$ cat config.mk
export PLATFORM = sky130hd
export DESIGN_NAME = regfile_scoreboard
export DESIGN_NICKNAME = d
export VERILOG_FILES = /design/src/rtl/regfile_scoreboard_pkg.sv /design/src/rtl/regfile_scoreboard_sb_counter.sv /design/src/rtl/regfile_scoreboard.sv
export SDC_FILE = /design/constraint.sdc
export NUM_CORES = 2
export LEC_CHECK = 0
export BUFFER_PORTS_ARGS = -buffer_cell sky130_fd_sc_hd__buf_2
export CAP_MARGIN = 15
export CORE_MARGIN = 2
export CORE_UTILIZATION = 28
export DETAILED_ROUTE_END_ITERATION = 12
export GPL_ROUTABILITY_DRIVEN = 0
export PLACE_DENSITY_LB_ADDON = 0.08
export REMOVE_ABC_BUFFERS = 1
export SYNTH_ARGS = -nofsm -noshare
export SYNTH_HDL_FRONTEND = slang
export SYNTH_HIERARCHICAL = 1
export SYNTH_SLANG_ARGS = --single-unit
$ cat constraint.sdc
create_clock -name clk -period 92.9 [get_ports clk]
set_input_delay 4.645 -clock clk [delete_from_list [all_inputs] [get_ports clk]]
set_output_delay 4.645 -clock clk [all_outputs]
set_load 0.01 [all_outputs]
$ cat src/rtl/regfile_scoreboard_pkg.sv
// Shared register-index types and constants for the register file and its
// pending-write scoreboard.
package regfile_scoreboard_pkg;

  localparam int REG_IDX_W = 5;

  typedef logic [REG_IDX_W-1:0] reg_idx_t;

  localparam reg_idx_t ZERO_REG = 5'd0;

endpackage

$ cat src/rtl/regfile_scoreboard_sb_counter.sv
// Per-register pending-write counter: saturating up/down count with
// single-cycle overflow/underflow pulses when a step is refused.
module sb_counter #(
  parameter int CNT_W = 2
) (
  input  logic             clk,
  input  logic             rst,
  input  logic             inc,
  input  logic             dec,
  output logic [CNT_W-1:0] cnt,
  output logic             ovf,
  output logic             udf
);

  localparam logic [CNT_W-1:0] CNT_MAX  = {CNT_W{1'b1}};
  localparam logic [CNT_W-1:0] CNT_ZERO = {CNT_W{1'b0}};
  localparam logic [CNT_W-1:0] CNT_ONE  = CNT_W'(1);

  logic [CNT_W-1:0] cnt_d;
  logic [CNT_W-1:0] cnt_q;

  // Simultaneous inc and dec cancel, so neither pulse fires in that case.
  always_comb begin
    cnt_d = cnt_q;
    ovf   = 1'b0;
    udf   = 1'b0;
    case ({inc, dec})
      2'b10: begin
        if (cnt_q == CNT_MAX) begin
          ovf = 1'b1;
        end else begin
          cnt_d = cnt_q + CNT_ONE;
        end
      end
      2'b01: begin
        if (cnt_q == CNT_ZERO) begin
          udf = 1'b1;
        end else begin
          cnt_d = cnt_q - CNT_ONE;
        end
      end
      default: cnt_d = cnt_q;
    endcase
  end

  always_ff @(posedge clk or posedge rst) begin
    if (rst) begin
      cnt_q <= CNT_ZERO;
    end else begin
      cnt_q <= cnt_d;
    end
  end

  assign cnt = cnt_q;

endmodule

$ cat src/rtl/regfile_scoreboard.sv
// Register file with write-back port and pending-write scoreboard.
// Define REGFILE_BYPASS_EN for same-cycle write-back to read forwarding.
module regfile_scoreboard
  import regfile_scoreboard_pkg::*;
#(
  parameter int DATA_W = 32,
  parameter int NREG   = 32,
  parameter int CNT_W  = 2
) (
  input  logic              clk,
  input  logic              rst,
  input  logic [4:0]        rs1_addr,
  input  logic [4:0]        rs2_addr,
  input  logic              rs1_en,
  input  logic              rs2_en,
  output logic [DATA_W-1:0] rs1_data,
  output logic [DATA_W-1:0] rs2_data,
  input  logic              issue_valid,
  input  logic              issue_regWrite,
  input  logic [4:0]        issue_rd,
  output logic              stall,
  input  logic              wb_regWrite,
  input  logic [4:0]        wb_rd,
  input  logic [DATA_W-1:0] wb_data,
  output logic              sb_overflow,
  output logic              sb_underflow
);

  localparam logic [CNT_W-1:0] CNT_ZERO = {CNT_W{1'b0}};

  logic [DATA_W-1:0] regs_q [NREG];
  logic [DATA_W-1:0] regs_d [NREG];
  logic [CNT_W-1:0]  pend   [NREG];
  logic [NREG-1:0]   ovf_vec;
  logic [NREG-1:0]   udf_vec;
  logic              iss;
  logic              ret;
  logic              hazard1;
  logic              hazard2;
  logic              sb_overflow_d;
  logic              sb_overflow_q;
  logic              sb_underflow_d;
  logic              sb_underflow_q;

  // Issue is gated by stall, which never depends on the issue inputs.
  assign ret = wb_regWrite && (wb_rd != ZERO_REG);
  assign iss = issue_valid && issue_regWrite && (issue_rd != ZERO_REG) && !stall;

  always_comb begin
    regs_d = regs_q;
    if (ret) begin
      regs_d[wb_rd] = wb_data;
    end else begin
      regs_d[ZERO_REG] = '0;
    end
  end

  always_ff @(posedge clk or posedge rst) begin
    if (rst) begin
      for (int i = 0; i < NREG; i++) begin
        regs_q[i] <= '0;
      end
    end else begin
      regs_q <= regs_d;
    end
  end

  assign pend[0]    = CNT_ZERO;
  assign ovf_vec[0] = 1'b0;
  assign udf_vec[0] = 1'b0;

  for (genvar i = 1; i < NREG; i++) begin : g_cnt
    sb_counter #(
      .CNT_W(CNT_W)
    ) u_cnt (
      .clk (clk),
      .rst (rst),
      .inc (iss && (issue_rd == reg_idx_t'(i))),
      .dec (ret && (wb_rd == reg_idx_t'(i))),
      .cnt (pend[i]),
      .ovf (ovf_vec[i]),
      .udf (udf_vec[i])
    );
  end

`ifdef REGFILE_BYPASS_EN
  localparam logic [CNT_W-1:0] CNT_ONE = CNT_W'(1);

  logic byp1;
  logic byp2;

  // The last outstanding producer retiring this cycle resolves the hazard.
  assign byp1     = ret && (wb_rd == rs1_addr);
  assign byp2     = ret && (wb_rd == rs2_addr);
  assign rs1_data = byp1 ? wb_data : regs_q[rs1_addr];
  assign rs2_data = byp2 ? wb_data : regs_q[rs2_addr];
  assign hazard1  = rs1_en && (rs1_addr != ZERO_REG) && (pend[rs1_addr] != CNT_ZERO)
                    && !(byp1 && (pend[rs1_addr] == CNT_ONE));
  assign hazard2  = rs2_en && (rs2_addr != ZERO_REG) && (pend[rs2_addr] != CNT_ZERO)
                    && !(byp2 && (pend[rs2_addr] == CNT_ONE));
`else
  assign rs1_data = regs_q[rs1_addr];
  assign rs2_data = regs_q[rs2_addr];
  assign hazard1  = rs1_en && (rs1_addr != ZERO_REG) && (pend[rs1_addr] != CNT_ZERO);
  assign hazard2  = rs2_en && (rs2_addr != ZERO_REG) && (pend[rs2_addr] != CNT_ZERO);
`endif

  assign stall = hazard1 | hazard2;

  always_comb begin
    sb_overflow_d  = sb_overflow_q  | (|ovf_vec);
    sb_underflow_d = sb_underflow_q | (|udf_vec);
  end

  always_ff @(posedge clk or posedge rst) begin
    if (rst) begin
      sb_overflow_q  <= 1'b0;
      sb_underflow_q <= 1'b0;
    end else begin
      sb_overflow_q  <= sb_overflow_d;
      sb_underflow_q <= sb_underflow_d;
    end
  end

  assign sb_overflow  = sb_overflow_q;
  assign sb_underflow = sb_underflow_q;

endmodule

---- Yosys cells after proc, flatten, opt, wreduce, memory -nomap -nowiden ----
Index checks and enable logic that the tools add are counted.
word-level totals
  bits in registers ....................... 1,088
  input bits .............................. 59
  output and inout port bits .............. 67
cells by class
  add/sub/neg operators ................... 62
  magnitude comparators ................... 4
  eq/ne operators ......................... 217
  multiplexer cells ....................... 233
  bitwise operators ....................... 6
  reductions and logical operators ........ 173
operators by type and width
  operator                                                               number
  1024-bit bitwise mux                                                   1
  32-bit binary-select mux with 5-bit select                             2
  32-bit two-way mux                                                     6
  32-bit demux with 5-bit select                                         1
  5-bit equality test, second input constant                             32
  2-bit two-way mux                                                      66
  2-bit equality test, second input constant                             62
  1-bit two-way mux                                                      124
  2-bit inequality test, second input constant                           62
  2-bit one-hot mux with 2 select lines                                  31
  3-bit AND reduction                                                    31
  5-bit by 4-bit equality test with 1-bit output, second input constant  16
  1-bit logical AND                                                      71
  2-bit nonzero test                                                     33
  2-bit by 1-bit adder with 2-bit output, second input constant          31
  2-bit by 1-bit equality test with 1-bit output, second input constant  31
  2-bit logical NOT                                                      31
  31-bit OR reduction                                                    2
  2-bit by 1-bit subtractor with 2-bit output, second input constant     31
  5-bit by 3-bit equality test with 1-bit output, second input constant  8
  2-bit binary-select mux with 5-bit select                              2
  5-bit by 2-bit equality test with 1-bit output, second input constant  4
  5-bit nonzero test                                                     4
  6-bit greater-or-equal comparator, second input constant               3
  5 further kinds                                                        10

---- Longest topological paths before layout ----
  depth after elaboration ................. 14
  mapped depth ............................ 14

---- Modules after synthesis ----
The synthesis kept the hierarchy.
by module, submodules not included
  module              instances  cells each  area an instance (um2)  seq. area each (um2)
  regfile_scoreboard  1          4,397       55,572.0                25,674.6
  sb_counter          31         14          121.4                   50.0

---- Worst setup path after synthesis ----
No wires, ideal clock.
  path kind ............................... input port to output port
  start ................................... input rs1_addr[1]
  end ..................................... output rs1_data[0]
  data arrival time ....................... 6.531 ns
  data required time ...................... 88.255 ns
  setup slack ............................. 81.724 ns
  cell stages on the path ................. 6
  cell sequence ........................... buf_2 clkbuf_1 clkbuf_1 mux4_2 mux4_2 mux2_2
on the way
  word-level cells in the longest chain between the ends .. 4
RTL lines
  what                                                    RTL line                   text
  start, declared                                         regfile_scoreboard.sv:12   input logic [4:0] rs1_addr,
  5-bit inverter with 6-bit output (not written as such)  regfile_scoreboard.sv:102  assign rs1_data = regs_q[rs1_addr];
  32-bit binary-select mux with 5-bit select              regfile_scoreboard.sv:102
  32-bit two-way mux (not written as such) (2 in series)  regfile_scoreboard.sv:102
  end, declared                                           regfile_scoreboard.sv:16   output logic [DATA_W-1:0] rs1_data,
No other way between the ends. The select of a mux whose other input is x is not followed.

---- Worst setup path after layout ----
  start ................................... input rs2_addr[1]
  end ..................................... output rs2_data[16]
on the way
  word-level cells in the longest chain between the ends .. 4
RTL lines
  what                                                    RTL line                   text
  start, declared                                         regfile_scoreboard.sv:13   input logic [4:0] rs2_addr,
  5-bit inverter with 6-bit output (not written as such)  regfile_scoreboard.sv:103  assign rs2_data = regs_q[rs2_addr];
  32-bit binary-select mux with 5-bit select              regfile_scoreboard.sv:103
  32-bit two-way mux (not written as such) (2 in series)  regfile_scoreboard.sv:103
  end, declared                                           regfile_scoreboard.sv:17   output logic [DATA_W-1:0] rs2_data,
No other way between the ends. The select of a mux whose other input is x is not followed.

==> reports/results.txt <==
synthesized instance count - 4831
Slowest cell on crit path - buf_4
die area - 0.216 sq mm
Detailed Place HPWL - 131000 um
worst path cell trace - buf_8, buf_4, buf_4, buf_4, mux4_2, mux4_2, nand2_1, nand2_1, buf_2
routed vias - 40800
placed inst area - 0.0628 sq mm
commonest non-fill, non-tap cell in the layout - nand2_1
Main synth FF type - dfrtp_1
clk buf depth - 3
IO buf count - 125
yosys warns - 6
mapped cell area - 0.0593 sq mm
Hold Crit Class - flop to flop
period utilization - 14.1%
Max Cap Viol - 0
most used cell, CP - buf_4
Root Driver - clkbuf_16
drt pass-1 iters - 5
clk slew on worst S/H paths - 0.06 ns
CTS resizes - 0
Sink Count - 1088
Tot GR Track Use - 21.6%
IO Pins - 126
unrepaired setup endpoints after global routing - false
Yosys top cell by area - dfrtp_1
Num CTS Buffers - 140
Vias/cell - 5.28
Hold Fails Final Rpt - 0
worst stage delay on the critical path - 0.64 ns
Layout Cells excl Fill - 7715
Worst R2R Start - g_cnt[30].u_cnt/cnt[0]
Initial Util - 28.2%
drc violations - 0
final setup vio count - 0
Worst EP required - 88.25 ns
Post-DRT Antenna Nets - 0
core area - 0.210 sq mm
max-slew violations - 0
Rel. slew slack - 29.9%
Fin Setup TNS - 0 ns
critical path class - input pin to output pin
leakage power - 30.1 nW
share of the synthesized area in the top cell type - 45.9%
Critical Path AT - 8.50 ns
cells on worst reg2reg path - 12
Reg-to-Reg End - sb_underflow
status - complete, no violations
Std-Cell Rows - 168
worst hold endpoint - regs_q[682]
CTS tree - built
Overflow after GRT - 0
hold path depth - 2
Clock Skews - 0.0632 ns
area grow syn2layout - 13.9%
Avg Cell Area, Syn - 12.3 sq um
Seq/Total Area, Yosys - 45.9%
die width - 464 um
commonest non-fill, non-tap cells in the layout - nand2_1 (1453), dfrtp_1 (1088), mux4_2 (639)
initial antenna violation count - 19
setup repair bufs after CTS - 0
PwrDens - 22.4 mW/mm^2
final instance area - 0.0676 sq mm
share of cells above drive strength 1 - 35.3%
vias in the first global route - 41600
Placed Cells - 7456
worst-path maximum fanout - 50
Yosys cell types - 59
Seq cells post-synth - 1088
Post-synth EDFFs - 0
Initial DRC Count - 3556
largest net degree at the start of global routing - 158
wire per inst - 30.2 um
Die Span Y - 464 um
fmax - 0.0761 GHz
CP Capture Type - output pin
Worst-Skew Late Latency - 0.81 ns
CTS Hold Bufs - 0
Worst-Margin Slew - 1.05 ns
ranking of synthesized cells by area - dfrtp_1 (46%), mux4_2 (24%), mux2_2 (11%)
first-pass GRT wire length - 333000 um
async set or reset register ratio after synthesis - 100%
IR drop worst, VDD - 0.0201 mV
flop2flop setup slack - 88.55 ns
Worst Hold Launch - regs_q[682]
Final min period - 13.14 ns
final WL - 233000 um
Startpoint Class - input pin
htree depth - 4
NumNets Final - 4852
-- synth_stat cells, types with 2 or more instances --
| cell type | number |
|---|---|
| o211ai_1 | 2 |
| nor2_1 | 108 |
| o22ai_1 | 2 |
| o31ai_1 | 2 |
| nor4b_1 | 2 |
| nor2b_1 | 36 |
| o21ai_1 | 2 |
| buf_4 | 17 |
| buf_6 | 8 |
| nor4_1 | 45 |
| inv_1 | 81 |
| dfrtp_1 | 1088 |
| nand3_1 | 8 |
| nor3b_1 | 35 |
| nand2_1 | 1461 |
| and2_1 | 32 |
| or2_2 | 8 |
| a21oi_1 | 41 |
| clkbuf_1 | 198 |
| and3_1 | 32 |
| o21a_1 | 2 |
| o311ai_0 | 3 |
| nand3b_1 | 3 |
| nor4bb_1 | 2 |
| buf_1 | 83 |
| buf_2 | 109 |
| or3b_2 | 2 |
| mux2i_1 | 36 |
| or3_1 | 2 |
| a221o_1 | 31 |
| nor3_2 | 2 |
| mux4_2 | 639 |
| o21ai_0 | 4 |
| mux2_2 | 578 |
| mux4_1 | 2 |
| nand4_1 | 11 |
| o32ai_1 | 2 |
| nor3_1 | 56 |
| nand2b_1 | 36 |
-- power by group --
part	internal (mW)	switching (mW)	total, mW
logic	0.174	0.135	0.309
registers	0.564	0.0725	0.636
clock network	0.336	0.235	0.570
total	1.07	0.442	1.52
-- metrics by stage --
stage                     power, mW  setup WS, ns  utilization (%)  hold slack, ns
after floorplan               0.844         59.38                -           0.457
after global placement        0.951         79.70             29.9           0.473
after detailed placement      0.956         79.70             29.9           0.479
after CTS                      1.54         79.70             32.2           0.498
after global routing           1.59         79.51             32.2           0.516
final                          1.52         79.76             32.2           0.494
-- registers in the layout (all words and copies together) (netlist names) --
signal	count
regs_q	1024
g_cnt.u_cnt/cnt	62
sb_underflow	1
sb_overflow	1
-- metal layers --
| layer | vias up | wire length (um) | part of all wire, % | track usage (%) |
|---|---|---|---|---|
| met2 | 1121 | 107000 | 46 | 33.6 |
| met5 | - | 56 | 0.024 | 0 |
| li1 | 17300 | - | - | - |
| met1 | 22100 | 110000 | 47 | 31.6 |
| met3 | 245 | 11900 | 5.1 | 3.36 |
| met4 | 10 | 4810 | 2.1 | 4.76 |
-- cell type report --
type,instances,area [sq um]
Multi-Input combinational cell,3246,30100
Timing Repair Buffer,235,1600
Tap cell,2805,3510
Clock buffer,211,4170
Clock inverter,45,631
Sequential cell,1088,27200
Antenna cell,3,7.51
Fill cell,21000,143000
Inverter,82,319
-- kinds of logic after synthesis --
logic type | share of synthesized area, %
muxes | 35.9
buffers and inverters | 3.58
and+or+nand+nor | 13.3
AOI/OAI and AO/OA | 1.34
DFF | 45.9
-- worst max-delay path by stage --
stage | from | to
floorplan | rst | regs_q[0]
CTS | rs2_addr[1] | rs2_data[24]
detailed placement | rs2_addr[1] | rs2_data[24]
global route | rs1_addr[0] | rs1_data[21]
finish | rs2_addr[1] | rs2_data[16]
global placement | rs2_addr[1] | rs2_data[24]
-- worst max-delay path, delay by kind of cell --
family | cells | cell delay (ns)
multiplexers | 2 | 1.04
buffers and inverters | 5 | 2.38
AND/OR/NAND/NOR | 2 | 0.27
Power figures use the tool's default switching activity.
